File: src/rtl/alarm_btn_pkg.sv
// Shared constants for the alarm-clock push-button front end.
// Button bit indices, channel FSM encoding and counter sizing helper.
package alarm_btn_pkg;

  localparam int unsigned BTN_UP        = 0;
  localparam int unsigned BTN_DOWN      = 1;
  localparam int unsigned BTN_SET_ALARM = 2;
  localparam int unsigned BTN_SET_CLOCK = 3;

  typedef enum logic [1:0] {
    CH_IDLE   = 2'd0,
    CH_DELAY  = 2'd1,
    CH_REPEAT = 2'd2
  } ch_state_e;

  // Bits needed to hold 0..n-1; never less than one bit.
  function automatic int unsigned cnt_width(input int unsigned n);
    return (n < 2) ? 1 : $clog2(n);
  endfunction

endpackage

File: src/rtl/btn_channel.sv
// One button channel: 2-flop synchroniser, debounce counter, press/release
// edge pulses and a hold-to-repeat FSM emitting step pulses.
module btn_channel
  import alarm_btn_pkg::*;
#(
  parameter bit          ACTIVE_LOW   = 1'b1,
  parameter int unsigned DEBOUNCE_CYC = 1_000_000,
  parameter int unsigned REPEAT_DELAY = 25_000_000,
  parameter int unsigned REPEAT_RATE  = 5_000_000,
  parameter bit          REPEAT_EN    = 1'b0
) (
  input  logic clk,
  input  logic rst,
  input  logic raw_i,
  output logic level_o,
  output logic press_o,
  output logic release_o,
  output logic step_o
);

  localparam int unsigned DW = cnt_width(DEBOUNCE_CYC);
  localparam int unsigned RMAX = (REPEAT_DELAY > REPEAT_RATE) ? REPEAT_DELAY : REPEAT_RATE;
  localparam int unsigned RW = cnt_width(RMAX);
  localparam logic [DW-1:0] DB_LAST    = DW'(DEBOUNCE_CYC - 1);
  localparam logic [RW-1:0] DELAY_LAST = RW'(REPEAT_DELAY - 1);
  localparam logic [RW-1:0] RATE_LAST  = RW'(REPEAT_RATE - 1);
  localparam logic          RAW_IDLE   = ACTIVE_LOW;

  logic          sync1_q, sync1_d;
  logic          sync2_q, sync2_d;
  logic          deb_q, deb_d;
  logic [DW-1:0] dcnt_q, dcnt_d;
  ch_state_e     state_q, state_d;
  logic [RW-1:0] rcnt_q, rcnt_d;
  logic          level_q, level_d;
  logic          press_q, press_d;
  logic          release_q, release_d;
  logic          step_q, step_d;
  logic          sync_pressed_c;

  always_ff @(posedge clk) begin
    if (rst) begin
      sync1_q   <= RAW_IDLE;
      sync2_q   <= RAW_IDLE;
      deb_q     <= 1'b0;
      dcnt_q    <= '0;
      state_q   <= CH_IDLE;
      rcnt_q    <= '0;
      level_q   <= 1'b0;
      press_q   <= 1'b0;
      release_q <= 1'b0;
      step_q    <= 1'b0;
    end else begin
      sync1_q   <= sync1_d;
      sync2_q   <= sync2_d;
      deb_q     <= deb_d;
      dcnt_q    <= dcnt_d;
      state_q   <= state_d;
      rcnt_q    <= rcnt_d;
      level_q   <= level_d;
      press_q   <= press_d;
      release_q <= release_d;
      step_q    <= step_d;
    end
  end

  always_comb begin
    sync1_d        = raw_i;
    sync2_d        = sync1_q;
    sync_pressed_c = ACTIVE_LOW ? ~sync2_q : sync2_q;
    deb_d          = deb_q;
    dcnt_d         = '0;
    state_d        = state_q;
    rcnt_d         = rcnt_q;
    level_d        = deb_q;
    press_d        = 1'b0;
    release_d      = 1'b0;
    step_d         = 1'b0;

    // Debounce: a new level is accepted only after DEBOUNCE_CYC stable samples.
    if (sync_pressed_c != deb_q) begin
      if (dcnt_q == DB_LAST) begin
        deb_d = sync_pressed_c;
      end else begin
        dcnt_d = dcnt_q + DW'(1);
      end
    end

    // Edges of the debounced level take priority over repeat timing.
    if (deb_q && !level_q) begin
      press_d = 1'b1;
      step_d  = 1'b1;
      rcnt_d  = '0;
      state_d = REPEAT_EN ? CH_DELAY : CH_IDLE;
    end else if (!deb_q && level_q) begin
      release_d = 1'b1;
      rcnt_d    = '0;
      state_d   = CH_IDLE;
    end else begin
      case (state_q)
        CH_DELAY: begin
          if (rcnt_q == DELAY_LAST) begin
            step_d  = 1'b1;
            rcnt_d  = '0;
            state_d = CH_REPEAT;
          end else begin
            rcnt_d = rcnt_q + RW'(1);
          end
        end
        CH_REPEAT: begin
          if (rcnt_q == RATE_LAST) begin
            step_d = 1'b1;
            rcnt_d = '0;
          end else begin
            rcnt_d = rcnt_q + RW'(1);
          end
        end
        default: rcnt_d = '0;
      endcase
    end
  end

  assign level_o   = level_q;
  assign press_o   = press_q;
  assign release_o = release_q;
  assign step_o    = step_q;

endmodule

File: src/rtl/button_conditioner.sv
// Alarm-clock button front end: one independent conditioning channel per pin.
// Bit map: 0=up, 1=down, 2=set_alarm, 3=set_clock.
module button_conditioner
  import alarm_btn_pkg::*;
#(
  parameter int unsigned N_BTN        = 4,
  parameter bit          ACTIVE_LOW   = 1'b1,
  parameter int unsigned DEBOUNCE_CYC = 1_000_000,
  parameter int unsigned REPEAT_DELAY = 25_000_000,
  parameter int unsigned REPEAT_RATE  = 5_000_000,
  parameter logic [N_BTN-1:0] REPEAT_MASK = N_BTN'(4'b0011)
) (
  input  logic             clk_clk,
  input  logic             reset_reset,
  input  logic [N_BTN-1:0] btn_raw,
  output logic [N_BTN-1:0] btn_level,
  output logic [N_BTN-1:0] btn_press,
  output logic [N_BTN-1:0] btn_release,
  output logic [N_BTN-1:0] btn_step
);

  for (genvar i = 0; i < N_BTN; i++) begin : g_ch
    btn_channel #(
      .ACTIVE_LOW  (ACTIVE_LOW),
      .DEBOUNCE_CYC(DEBOUNCE_CYC),
      .REPEAT_DELAY(REPEAT_DELAY),
      .REPEAT_RATE (REPEAT_RATE),
      .REPEAT_EN   (REPEAT_MASK[i])
    ) u_ch (
      .clk      (clk_clk),
      .rst      (reset_reset),
      .raw_i    (btn_raw[i]),
      .level_o  (btn_level[i]),
      .press_o  (btn_press[i]),
      .release_o(btn_release[i]),
      .step_o   (btn_step[i])
    );
  end

endmodule

File: config.mk
export PLATFORM = sky130hd
export DESIGN_NAME = button_conditioner
export DESIGN_NICKNAME = d
export VERILOG_FILES = /design/src/rtl/alarm_btn_pkg.sv /design/src/rtl/btn_channel.sv /design/src/rtl/button_conditioner.sv
export SDC_FILE = /design/constraint.sdc
export NUM_CORES = 1
export LEC_CHECK = 0
export ABC_AREA = 1
export BUFFER_PORTS_ARGS = -buffer_cell sky130_fd_sc_hd__buf_2
export CAP_MARGIN = 15
export CORE_MARGIN = 2
export CORE_UTILIZATION = 35
export DETAILED_ROUTE_END_ITERATION = 6
export HOLD_SLACK_MARGIN = 0.12
export PLACE_DENSITY_LB_ADDON = 0.05
export SLEW_MARGIN = 30
export SYNTH_ARGS = -nofsm -noshare
export SYNTH_HDL_FRONTEND = slang
export SYNTH_HIERARCHICAL = 1
export SYNTH_SLANG_ARGS = --single-unit
export TNS_END_PERCENT = 10
File: constraint.sdc
create_clock -name clk_clk -period 3.6 [get_ports clk_clk]
set_input_delay 0 -clock clk_clk [delete_from_list [all_inputs] [get_ports clk_clk]]
set_output_delay 0 -clock clk_clk [all_outputs]
set_load 0.005 [all_outputs]
==> flow_summary.toml <==
[logic_synthesis]
synth.top_cell.area_share_pct = 39.7
synth_enable_flop_cells = 0
yosysUniqueCellTypes = 33
synth_cells = 1176
synth_nets = 1196
yosysMostFrequentCell = "nand2_1"
yosysWarnings = 6
ys.flop_type = "dfxtp_1"
ys_top_cells_by_area = "dfxtp_1 40%, nand2_1 13%, nor2_1 12%"
syn_area_per_cell_sq_um = 6.86
ys_ff_latch = 160
syn-cell-area_sq_mm = 0.00807
yosysTopAreaCell = "dfxtp_1"
seq_area_frac_synth_pct = 39.7
async_flop_share_pct = 0
synth_common_cells = "272 x nand2_1, 253 x nor2_1, 160 x dfxtp_1"

[setup_path]
r2r-end = "g_ch[1].u_ch/dcnt_q[2]$_SDFF_PP0_"
crit_buf_inv = 0
startpoint_type = "register"
rr_startpoint = "g_ch[1].u_ch/dcnt_q[0]$_SDFF_PP0_"
crit_required_ns = 3.88
crit_end = "g_ch[1].u_ch/dcnt_q[2]$_SDFF_PP0_"
worstPathArrival_ns = 2.28
worst_setup_path_end_kind = "register"
r2r_cells = 6
crit_fanout = 20
slowest_stage = "nand2_1"
worstSetupPathType = "reg2reg"
rrSetupSlack_ns = 1.61
cp_slowest_stage_delay_ns = 0.55
crit_chain = "ha_1 -> nand2_2 -> nor4_4 -> nand2_1 -> nand2_1 -> nor3_1"
path_common_cell = "nand2_1"
cp_top_family = "simple AND/OR/NAND/NOR gates"
cp.depth = 6
worstSetupStartpoint = "g_ch[1].u_ch/dcnt_q[0]$_SDFF_PP0_"

[global_routing]
grt_pass1_wl_um = 29900
antenna_found_initial = 0
grt_pass1_vias = 6436
grt_usage_pct = 15.1
grt_max_degree = 26
globalRouteOverflowTotal = 0

[clock_network]
cts_setup_buffers = 0
htreeDepth = 4
clock-sinks = 160
cts_tree = "yes"
cts_made_buffers = 17
clk_path_buf_depth = 2
cts-root-buf = "clkbuf_16"
path_clk_slew_ns = 0.06
insertion_delay_ns = 0.42

[power_and_ir_drop]
power.share.sequential_pct = 46.0
pwr_density_cell_mw_per_mm2 = 422
power.switching_mw = 0.782
p_int_mw = 3.08
swShare_pct = 20.2
power.leakage_nw = 3.07
clockPowerShare_pct = 53.1
irDropWorstVdd_mv = 0.187
share_comb_of_total_power_pct = 0.9

[placement]
dp_slack_ns = 1.56
io_buffers = 21
dp_hpwl_um = 12900
gp_congestion = 0.812

[timing]
period_minus_slack_ns = 1.99
fin_crit_sh_pct = 55.4
worst_pin_slew_ns = 0.714
setup_viol = 0
whs_ns = 0.280
grt_setup_unrepaired = "false"
maxSlewHeadroom_pct = 52.3
maxSlewViolCount = 0
worst_clock_skew_ns = 0.00778
hold_viol = 0
tns_ns = 0
fmax_mhz = 501
layout_setup_ws_ns = 1.61

[status]
status = "complete, no violations"

[final_layout]
multiInputGateArea_sq_mm = 0.00422
drive_gt1_share_pct = 9.14
antenna_cells = 0
final.fill_count = 2441
fin_nets = 1233
seq_area_sq_mm = 0.00320
areaGrowthSynthToFinish_pct = 13.6

[job]
cap_violations = 0

[die]
dieArea_sq_mm = 0.0243
die_w_um = 156
rows = 55
fp.dieH_um = 156
core_sq_mm = 0.0226
pin_count = 22
initial_core_util_pct = 35.6

[route]
vias = 6862
post_drt_wl_per_cell_um = 11.5
wl_um = 17400
drc_errors = 0
via_per_inst = 4.54
firstDrtPassIters = 7
drt_first_iter_violations = 256
antenna_left = 0

[hold_path]
min_path_type = "in2reg"
## power groups by stage
stage	clock network (mW)	logic [mW]	registers [mW]
after floorplan	0	0.0191	1.82
after global placement	0	0.0302	1.82
after detailed placement	0	0.0301	1.82
after CTS	2.12	0.0357	1.78
after global routing	2.20	0.0392	1.78
final	2.05	0.0343	1.78
## state kept, by name (all words and copies together), names as in the netlist
name                 flops
g_ch.u_ch/release_o      4
g_ch.u_ch/dcnt_q        80
g_ch.u_ch/sync2_q        4
g_ch.u_ch/level_o        4
g_ch.u_ch/state_q        4
g_ch.u_ch/step_o         4
g_ch.u_ch/rcnt_q        50
g_ch.u_ch/sync1_q        4
g_ch.u_ch/deb_q          4
g_ch.u_ch/press_o        2
## logic make-up (layout without fill, tap and decap cells)
| kind of cell | count (synthesis) | in the layout | synth area share, % |
|---|---|---|---|
| xor+xnor | 54 | 54 | 5.86 |
| fa+ha+maj | 14 | 14 | 2.17 |
| compound gates | 68 | 68 | 4.36 |
| flops | 160 | 160 | 39.7 |
| simple gates | 727 | 727 | 39.9 |
| buf+inv | 153 | 203 | 8.00 |
## stage by stage
step	instances	power (mW)	instance area [sq um]	utilization [%]
2_1_floorplan	1176	1.84	8070	-
3_3_place_gp	1472	1.85	8420	37.2
3_5_place_dp	1472	1.85	8420	37.2
4_1_cts	1511	3.94	9160	40.5
5_1_grt	1511	4.02	9160	40.5
6_report	1511	3.87	9160	40.5
## repair_timing
action / CTS / global route
resized for setup: 0 / 0
hold buffers: 7 / 0
endpoints found under the hold margin: 11 / 0
## worst register-to-register path, stage by stage (launching register included)
cell and delay, ns:
dfxtp_1 0.39, ha_1 0.30, nand2_2 0.14, nor4_4 0.29
nand2_1 0.09, nand2_1 0.55, nor3_1 0.10
## worst min path at each step
| stage | start | endpoint | slack, ns | cells after the start |
|---|---|---|---|---|
| 6_report | btn_raw[2] | g_ch[2].u_ch/sync1_q$_SDFF_PP1_ | 0.28 | 3 |
| 5_1_grt | btn_raw[2] | g_ch[2].u_ch/sync1_q$_SDFF_PP1_ | 0.29 | 3 |
| 4_1_cts | btn_raw[2] | g_ch[2].u_ch/sync1_q$_SDFF_PP1_ | 0.26 | 3 |
| 3_5_place_dp | btn_raw[2] | g_ch[2].u_ch/sync1_q$_SDFF_PP1_ | 0.18 | 2 |
| 3_3_place_gp | btn_raw[2] | g_ch[2].u_ch/sync1_q$_SDFF_PP1_ | 0.19 | 2 |
| 2_1_floorplan | reset_reset | g_ch[2].u_ch/release_o$_SDFF_PP0_ | 0.07 | 1 |
## cell usage in the layout (no fill, tap or decap), drive strengths merged, types with 15 or more instances in the layout
cell / n
nand2: 288
nor2: 274
dfxtp: 160
inv: 144
nand3: 66
nor3: 49
a21oi: 48
xor2: 38
nand4: 24
buf: 22
clkbuf: 21
xnor2: 16
o21ai: 15
## metal layers
layer | wire, um | track usage, %
met2 | 7940 | 24.9
met4 | 195 | 4.85
met5 | 0 | 0
met3 | 389 | 2.86
met1 | 8850 | 19.9
## final cells by class
| class | instances | area share [%] |
|---|---|---|
| inverters | 142 | 5.82 |
| repair buffers | 29 | 1.99 |
| well taps | 285 | 3.89 |
| multi-input cells | 863 | 46.0 |
| flip-flops and latches | 160 | 35.0 |
| clock buffers | 21 | 5.13 |
| clock inverters | 11 | 2.18 |
(Power assumes the default switching activity.)
